--- src/rtl/i_cache.sv ---
// Direct-mapped, read-only instruction cache. Hits are served from a local
// line array; misses are filled with a single 256-bit line read from memory.
module i_cache #(
  parameter int S_INDEX = 4,
  parameter int CNT_W   = 32
) (
  input  logic             clk,
  input  logic             rst,
  input  logic             mem_read,
  input  logic [31:0]      mem_address,
  output logic             mem_resp,
  output logic [31:0]      mem_rdata,
  input  logic             inval,
  output logic             pmem_read,
  output logic [31:0]      pmem_address,
  input  logic             pmem_resp,
  input  logic [255:0]     pmem_rdata,
  output logic [CNT_W-1:0] hit_count,
  output logic [CNT_W-1:0] miss_count
);

  localparam int SETS  = 1 << S_INDEX;
  localparam int TAG_W = 27 - S_INDEX;

  typedef enum logic [1:0] {
    ST_IDLE  = 2'd0,
    ST_CHECK = 2'd1,
    ST_FILL  = 2'd2,
    ST_RESP  = 2'd3
  } state_t;

  state_t             r_state;
  logic [31:0]        r_req_addr;
  logic [SETS-1:0]    r_valid;
  logic [TAG_W-1:0]   r_tag_mem [SETS];
  logic [255:0]       r_data_mem [SETS];
  logic [TAG_W-1:0]   r_rd_tag;
  logic [255:0]       r_rd_data;
  logic [31:0]        r_fill_word;
  logic [31:0]        r_rdata_hold;
  logic               r_pmem_read;
  logic [31:0]        r_pmem_addr;
  logic [CNT_W-1:0]   r_hit_cnt;
  logic [CNT_W-1:0]   r_miss_cnt;

  logic [S_INDEX-1:0] w_acc_idx;
  logic [S_INDEX-1:0] w_req_idx;
  logic [TAG_W-1:0]   w_req_tag;
  logic [2:0]         w_req_word;
  logic               w_hit;
  logic [31:0]        w_hit_word;
  logic [31:0]        w_line_word;
  logic               w_fill_we;
  logic [SETS-1:0]    w_fill_set;
  logic [SETS-1:0]    w_valid_next;
  logic               w_unused;

  // Address fields: live address indexes the array at accept; the latched
  // request address drives every compare and word select afterwards.
  assign w_acc_idx   = mem_address[4+S_INDEX:5];
  assign w_req_idx   = r_req_addr[4+S_INDEX:5];
  assign w_req_tag   = r_req_addr[31:5+S_INDEX];
  assign w_req_word  = r_req_addr[4:2];
  assign w_hit       = r_valid[w_req_idx] && (r_rd_tag == w_req_tag);
  assign w_hit_word  = r_rd_data[{w_req_word, 5'd0} +: 32];
  assign w_line_word = pmem_rdata[{w_req_word, 5'd0} +: 32];
  assign w_fill_we   = (r_state == ST_FILL) && pmem_resp;
  assign w_fill_set  = w_fill_we ? ({{(SETS-1){1'b0}}, 1'b1} << w_req_idx) : '0;
  assign w_unused    = &{1'b0, r_req_addr[1:0]};

  assign pmem_read    = r_pmem_read;
  assign pmem_address = r_pmem_addr;
  assign hit_count    = r_hit_cnt;
  assign miss_count   = r_miss_cnt;

  // Response decode from registered state: hit answers in CHECK, fill in RESP.
  always_comb begin
    mem_resp  = 1'b0;
    mem_rdata = r_rdata_hold;
    if ((r_state == ST_CHECK) && w_hit) begin
      mem_resp  = 1'b1;
      mem_rdata = w_hit_word;
    end else if (r_state == ST_RESP) begin
      mem_resp  = 1'b1;
      mem_rdata = r_fill_word;
    end else begin
      mem_resp  = 1'b0;
      mem_rdata = r_rdata_hold;
    end
  end

  // Next valid vector: inval wipes everything, a fill in the same edge survives.
  always_comb begin
    w_valid_next = (inval ? '0 : r_valid) | w_fill_set;
  end

  // Valid bits, reset to all-invalid.
  always_ff @(posedge clk) begin
    if (rst) begin
      r_valid <= '0;
    end else begin
      r_valid <= w_valid_next;
    end
  end

  // Tag/data array: synchronous read at accept, line write on fill return.
  always_ff @(posedge clk) begin
    if ((r_state == ST_IDLE) && mem_read) begin
      r_rd_tag  <= r_tag_mem[w_acc_idx];
      r_rd_data <= r_data_mem[w_acc_idx];
    end
    if (w_fill_we) begin
      r_tag_mem[w_req_idx]  <= w_req_tag;
      r_data_mem[w_req_idx] <= pmem_rdata;
    end
  end

  // Last delivered word, so mem_rdata holds between responses.
  always_ff @(posedge clk) begin
    if (rst) begin
      r_rdata_hold <= 32'd0;
    end else if (mem_resp) begin
      r_rdata_hold <= mem_rdata;
    end else begin
      r_rdata_hold <= r_rdata_hold;
    end
  end

  // Control FSM with memory request, fill capture and saturating counters.
  always_ff @(posedge clk) begin
    if (rst) begin
      r_state     <= ST_IDLE;
      r_req_addr  <= 32'd0;
      r_fill_word <= 32'd0;
      r_pmem_read <= 1'b0;
      r_pmem_addr <= 32'd0;
      r_hit_cnt   <= '0;
      r_miss_cnt  <= '0;
    end else begin
      case (r_state)
        ST_IDLE: begin
          if (mem_read) begin
            r_req_addr <= mem_address;
            r_state    <= ST_CHECK;
          end else begin
            r_state    <= ST_IDLE;
          end
        end
        ST_CHECK: begin
          if (w_hit) begin
            if (r_hit_cnt != '1) r_hit_cnt <= r_hit_cnt + CNT_W'(1);
            r_state <= ST_IDLE;
          end else begin
            if (r_miss_cnt != '1) r_miss_cnt <= r_miss_cnt + CNT_W'(1);
            r_pmem_read <= 1'b1;
            r_pmem_addr <= {r_req_addr[31:5], 5'd0};
            r_state     <= ST_FILL;
          end
        end
        ST_FILL: begin
          if (pmem_resp) begin
            r_pmem_read <= 1'b0;
            r_fill_word <= w_line_word;
            r_state     <= ST_RESP;
          end else begin
            r_state     <= ST_FILL;
          end
        end
        ST_RESP: begin
          r_state <= ST_IDLE;
        end
        default: begin
          r_pmem_read <= 1'b0;
          r_state     <= ST_IDLE;
        end
      endcase
    end
  end

endmodule
--- config.mk ---
export PLATFORM = sky130hd
export DESIGN_NAME = i_cache
export DESIGN_NICKNAME = d
export VERILOG_FILES = /design/src/rtl/i_cache.sv
export SDC_FILE = /design/constraint.sdc
export NUM_CORES = 2
export LEC_CHECK = 0
export ABC_AREA = 1
export BUFFER_PORTS_ARGS = -buffer_cell sky130_fd_sc_hd__buf_4
export CORE_MARGIN = 2
export CORE_UTILIZATION = 28
export DETAILED_ROUTE_END_ITERATION = 16
export GPL_ROUTABILITY_DRIVEN = 0
export PLACE_DENSITY = 0.52
export SLEW_MARGIN = 20
export SYNTH_ARGS = -nofsm -noshare
export SYNTH_HDL_FRONTEND = slang
export SYNTH_MEMORY_MAX_BITS = 65536
export SYNTH_SLANG_ARGS = --single-unit
--- constraint.sdc ---
create_clock -name clk -period 31.2 [get_ports clk]
set_clock_uncertainty 0.1 [all_clocks]
set_input_delay 7.8 -clock clk [delete_from_list [all_inputs] [get_ports clk]]
set_output_delay 7.8 -clock clk [all_outputs]
set_load 0.05 [all_outputs]
# [Word-level counts from Yosys, hierarchy flattened]
# Memory sizes are Yosys's and may differ from the RTL's. A register that Yosys moved wholly into a read port is not among the register bits.
# Index checks and enable logic that the tools add are counted.
[totals] regBits=206 mem_bits_rw=4464 inputBits=293 out_inout_bits=130 word_cells=56 mem_count=2
[mem_list] memory="r_data_mem" depth=16 width=256 read_ports=1 rd_ports_with_merged_regs=1 write_ports=1 line_no="36" rtl="logic [255:0] r_data_mem [SETS];"
[mem_list] memory="r_tag_mem" depth=16 width=23 read_ports=1 rd_ports_with_merged_regs=1 write_ports=1 line_no="35" rtl="logic [TAG_W-1:0] r_tag_mem [SETS];"
[op_classes] n_addsub=2 magnitude_cmp=1 n_eq_ne=8 shifts=3 muxes=17 bitwise_logic=2 n_reduce_logical=12
[ops] cell="variable part select 256 x 9 -> 32 bit" count=2
[ops] cell="adder 32 x 1 -> 32 bit, second input constant" count=2
[ops] cell="two-way mux 32 bit" count=2
[ops] cell="!= test 32 bit, second input constant" count=2
[ops] cell="two-way mux 16 bit" count=2
[ops] cell="equality test 23 bit" count=1
[ops] cell="bitwise OR 16 bit" count=1
[ops] cell="<< shifter 1 x 4 -> 16 bit, first input constant" count=1
[ops] cell="two-way mux 1 bit" count=9
[ops] cell="AND reduction 3 bit" count=3
[ops] cell="case mux 2 bit (4 select lines)" count=1
[ops] cell="AND reduction 2 bit" count=3
[ops] cell="< comparator 4 x 5 -> 1 bit, second input constant" count=1
[ops] cell="binary-select mux 1 bit (select 4 bit)" count=1
[ops] cell="equality test 2 bit, second input constant" count=2
[ops] cell="logical AND 1 bit" count=4
[ops] cell="!= test 2 bit, second input constant" count=2
[ops] cell="equality test 2 x 1 -> 1 bit, second input constant" count=1
[ops] cell="logical NOT 2 bit" count=1
[ops] cell="two-way mux 2 bit" count=1
[ops] cell="case mux 1 bit (2 select lines)" count=1
[ops] cell="nonzero test 2 bit" count=1
[ops] cell="NOT 1 bit" count=1

# [Longest topological paths before layout]
[depth] ltp_word=5 ltp_mapped=15 mapped_depth_nobuf=13

# [Worst setup path before layout]
# Ideal clock, no wire load.
[synth_timing] path_kind="input port to flip-flop" from="input pmem_resp" to="memory r_data_mem[10][0] (enable)" setup_ns=0.932 t_arrival_ns=19.771 required_ns=30.168 path_slack_ns=10.397 cell_stages=4 n_path_buf=0 cell_sequence="nand3_1 > nor2_1 > inv_1 > nor2_1"
[synth_between] elab_chain_cells=3
[synth_rtl] item="start: declaration" line_no="16" rtl="input logic pmem_resp,"
[synth_rtl] item="logical AND 1 bit" line_no="67" rtl="assign w_fill_we = (r_state == ST_FILL) && pmem_resp;"
[synth_rtl] item="two-way mux 1 bit" line_no="112" rtl="if (w_fill_we) begin"
[synth_rtl] item="two-way mux 1 bit (not written as such)" line_no="114" rtl="r_data_mem[w_req_idx] <= pmem_rdata;"
[synth_rtl] item="end: declaration" line_no="36"
# No other way between the ends.

# [Worst setup path after layout]
[layout_timing] from="register r_req_addr[20]" to="output mem_rdata[13]"
[layout_between] elab_chain_cells=4
[layout_rtl] item="start: declaration" line_no="33" rtl="logic [31:0] r_req_addr;"
[layout_rtl] item="start signal: assignment" line_no="143" rtl="r_req_addr <= mem_address;"
[layout_rtl] item="equality test 23 bit" line_no="64" rtl="assign w_hit = r_valid[w_req_idx] && (r_rd_tag == w_req_tag);"
[layout_rtl] item="logical AND 1 bit" line_no="64"
[layout_rtl] item="logical AND 1 bit" line_no="80" rtl="if ((r_state == ST_CHECK) && w_hit) begin"
[layout_rtl] item="two-way mux 32 bit" line_no="80"
[layout_rtl] item="end: declaration" line_no="12" rtl="output logic [31:0] mem_rdata,"
# No other way between the ends.

==> run summary <==
After synthesis the netlist holds a flip-flop and latch count of 4,947. For the worst-skew pair, the clock arrives at the later sink with an insertion delay of 1.13 ns. The design draws 14.5 mW. For this run, the post-layout net count is 15,100. At the pin with the least slew margin, the transition time is 1.17 ns.

Startpoint of the worst setup timing path: r_req_addr[20]$_SDFFE_PP0P_. Post-CTS timing repair inserted 0 buffers for setup. The worst setup path is captured at an output pin. The synthesis-to-finish area growth is 15.6%, and the post-layout minimum cycle time is 14.10 ns. The count of non-filler cells in the finished layout is 24,500, and the final antenna-violating net count is 0.

The tools report the global-route usage over all layers as 0.178. The final global-route overflow total is 0, and the portion of the clock cycle consumed by the worst path in the final layout is 0.452. The synthesized netlist occupies a cell area of 194,000 sq um. TritonCTS built the clock tree. Setup total negative slack on the finished layout was measured at 0 ns.

The die covers 701,000 sq um. Setup repair after global routing left no endpoint under its margin. The placed instances occupy a cell area of 207,000 sq um. Summing all non-filler instances in the final layout gives an area of 225,000 sq um. The run gives 0.0320 as the global-route track usage on met3. On the final layout, the worst hold slack is 0.362 ns. The tools report the number of buffers created by CTS as 548. The tools report the number of failing hold endpoints at the final stage as 0. The post-placement worst setup slack was 17.55 ns; the chip height was 837 um.

The sum of net half-perimeters after detailed placement is 359,000 um, and the maximum number of pins on one net before global-route repair is 219. Setup slack closes at 17.10 ns. The count of H-tree levels built during CTS came out at 6. The fraction of final layout cells sized beyond drive strength 1 works out to 0.0987. In the routed design, unresolved DRC markers number 0. The global-route met1 utilization is 0.241, and the via total after detailed routing is 126,000.

The path class of the lowest-slack min-delay path was reg2reg. In the routed layout, each cell is associated on average with a via count of 5.12. In this run, post-CTS repair resized a total of 0 instances. met2 is the most crowded layer.

The run gives 423 as the number of top-level pins. For the via count of the first global-routing pass, the log shows 119,000. At the worst endpoint, the arrival time is 6.20 ns. The first global-routing pass estimated 916,000 um of wire. Derived from the worst setup path, the maximum achievable clock frequency is 70.9 MHz.

The sequential element share of the synthesized area is 0.754, and the count of mapped cells out of synthesis is 14,600. The required time of the worst setup path is 23.30 ns, and the biggest fanout along the worst timing path is 37. The netlist uses 39 different library cells.

The worst setup path is launched from a flip-flop. IR analysis of the VDD net gives a maximum drop of 0.0000642 V. The tools report the core occupancy in the finished layout as 0.324. In the layout the commonest cells are 4,743 x sky130_fd_sc_hd__edfxtp_1, 2,601 x sky130_fd_sc_hd__o21ai_0, 2,588 x sky130_fd_sc_hd__nor2_1.

The worst relative slew slack was 0.223. The run gives 0.294 as the met2 layer usage reported by global route. The max-capacitance violation count was 0. In this run the deepest clock path goes through 4 buffers.

The root buffer selected by CTS is sky130_fd_sc_hd__clkbuf_16. The flow ran to the end, and the final reports show no timing, DRC or antenna violations. The tools report the initial antenna violation count as 191.

Input and output buffers added on the ports amount to 415. In this run the horizontal extent of the chip is 837 um. Hold path startpoint: pmem_address[26]$_SDFFE_PP0P_.

Leaving out fill and tap cells, the most frequent cell in the layout is sky130_fd_sc_hd__edfxtp_1. The category of the critical setup timing path was reg2out. The count of placed standard cells including taps came out at 23,500. In this run, the number of DRC markers left after iteration 0 of detailed routing was 13,800. Power per unit of standard cell area: 64.7 nW/um^2.

The filler cells instantiated in the layout total 68,600. The analysis attributes to cell leakage a power of 70.5 nW. The average footprint of a synthesized cell is 13.3 sq um. The tools report the count of final max-slew check failures as 0. After detailed routing, the average wire length per cell comes to 26.6 um.

Core region area: 693,000 sq um. The yosys synthesis warning count came out at 0. The tree built by TritonCTS fans out to 4,947 sinks. Setup violations remaining at the end of the flow were counted as 0.

The tools report the post-detailed-routing wire length as 653,000 um. The tools report the starting utilization of the core area as 0.281. The run gives 6 as the number of detailed-route iterations in the first pass.

After clock tree synthesis, the flow added hold-fix buffers numbering 0. After floorplanning, the core was divided into 306 placement rows. Clock-pin slew was measured on the worst setup and hold paths at 0.06 ns.
sequential cells by signal, indices dropped and copies added (netlist names), named ones only:
name	cells
r_tag_mem	368
miss_count	32
r_fill_word	32
pmem_read	1
pmem_address	27
r_data_mem	4096
r_rd_tag	23
hit_count	32
r_state	1
r_req_addr	30
r_valid	16
r_rdata_hold	32
r_rd_data	256
area by class of cell:
cell class                      instances  area [sq um]  share of cell area
Clock inverter                        267          2560              0.0114
Antenna cell                           77           193            0.000858
Clock buffer                          725         14700              0.0656
Timing Repair Buffer                  674          5480              0.0244
Multi-Input combinational cell       8294         42400               0.189
Tap cell                             9240         11600              0.0515
Inverter                              297          1170             0.00521
Sequential cell                      4947        147000               0.652
kinds of logic (layout without fill, tap and decap cells):
| group | Yosys count | in the layout | synth area share |
|---|---|---|---|
| AO/OA/AOI/OAI | 4570 | 4570 | 0.136 |
| buffers and inverters | 1398 | 1963 | 0.0288 |
| other | 1 | 82 | 0.0000193 |
| AND/OR/NAND/NOR | 3518 | 3518 | 0.0708 |
| multiplexers | 165 | 165 | 0.00870 |
| flip-flops | 4947 | 4947 | 0.754 |
| XOR/XNOR | 34 | 34 | 0.00153 |
| adder cells (fa/ha/maj) | 2 | 2 | 0.000129 |
critical path, stage by stage (launching register included):
cell and delay, ns:
sky130_fd_sc_hd__dfxtp_1 0.86, sky130_fd_sc_hd__inv_2 0.07, sky130_fd_sc_hd__nand2_1 0.09, sky130_fd_sc_hd__nand2_1 0.17
sky130_fd_sc_hd__nor2_1 0.18, sky130_fd_sc_hd__nand2_1 0.07, sky130_fd_sc_hd__nor2_1 0.09, sky130_fd_sc_hd__nand2_1 0.07
sky130_fd_sc_hd__nor2_2 0.13, sky130_fd_sc_hd__nand2_4 0.09, sky130_fd_sc_hd__nor2_4 0.32, sky130_fd_sc_hd__buf_4 0.78
sky130_fd_sc_hd__buf_4 0.57, sky130_fd_sc_hd__nand2_1 0.13, sky130_fd_sc_hd__o21ai_1 0.63, sky130_fd_sc_hd__inv_1 0.33
sky130_fd_sc_hd__buf_4 0.30
Yosys cell counts, drive strengths merged:
cell | instances | area (sq um)
a21oi | 290 | 1450
ha | 2 | 25.0
xnor2 | 10 | 87.6
edfxtp | 4743 | 142000
dfxtp | 204 | 4080
nand2 | 607 | 2290
and3b | 1 | 8.76
inv | 293 | 1100
clkinv | 4 | 15.0
nor2 | 2611 | 9810
nand3b | 16 | 120
nand4 | 70 | 438
clkbuf | 842 | 3160
o32ai | 14 | 123
o22ai | 683 | 4270
conb | 1 | 3.75
o221a | 6 | 67.6
nor3 | 21 | 115
o211ai | 276 | 2070
buf | 259 | 1330
nand3 | 189 | 956
mux2i | 133 | 1330
and2 | 2 | 12.5
xor2 | 24 | 210
mux2 | 32 | 360
o31ai | 2 | 15.0
o221ai | 528 | 4620
o21ai | 2771 | 13900
and3 | 1 | 6.26
path summary, 6_finish.rpt:
check                                  end  slack [ns]  cells after the start
max                          mem_rdata[13]       17.10                     16
min          pmem_address[26]$_SDFFE_PP0P_        0.36                      2
max reg2reg   r_data_mem[0][186]$_DFFE_PP_       24.97                      9
min reg2reg  pmem_address[26]$_SDFFE_PP0P_        0.36                      2
power by group:
group | total (mW) | internal [mW] | leakage [nW] | switching [mW]
Clock | 6.24 | 3.49 | 8.36 | 2.75
Sequential | 7.41 | 7.36 | 44.5 | 0.0440
Combinational | 0.879 | 0.220 | 17.7 | 0.659
Total | 14.5 | 11.1 | 70.5 | 3.45
metal layers:
layer | share of wire | wire length (um)
met4 | 0.028 | 18200
met1 | 0.43 | 279000
met5 | 0.00058 | 379
met3 | 0.070 | 45400
met2 | 0.47 | 310000
(Power assumes the default switching activity.)
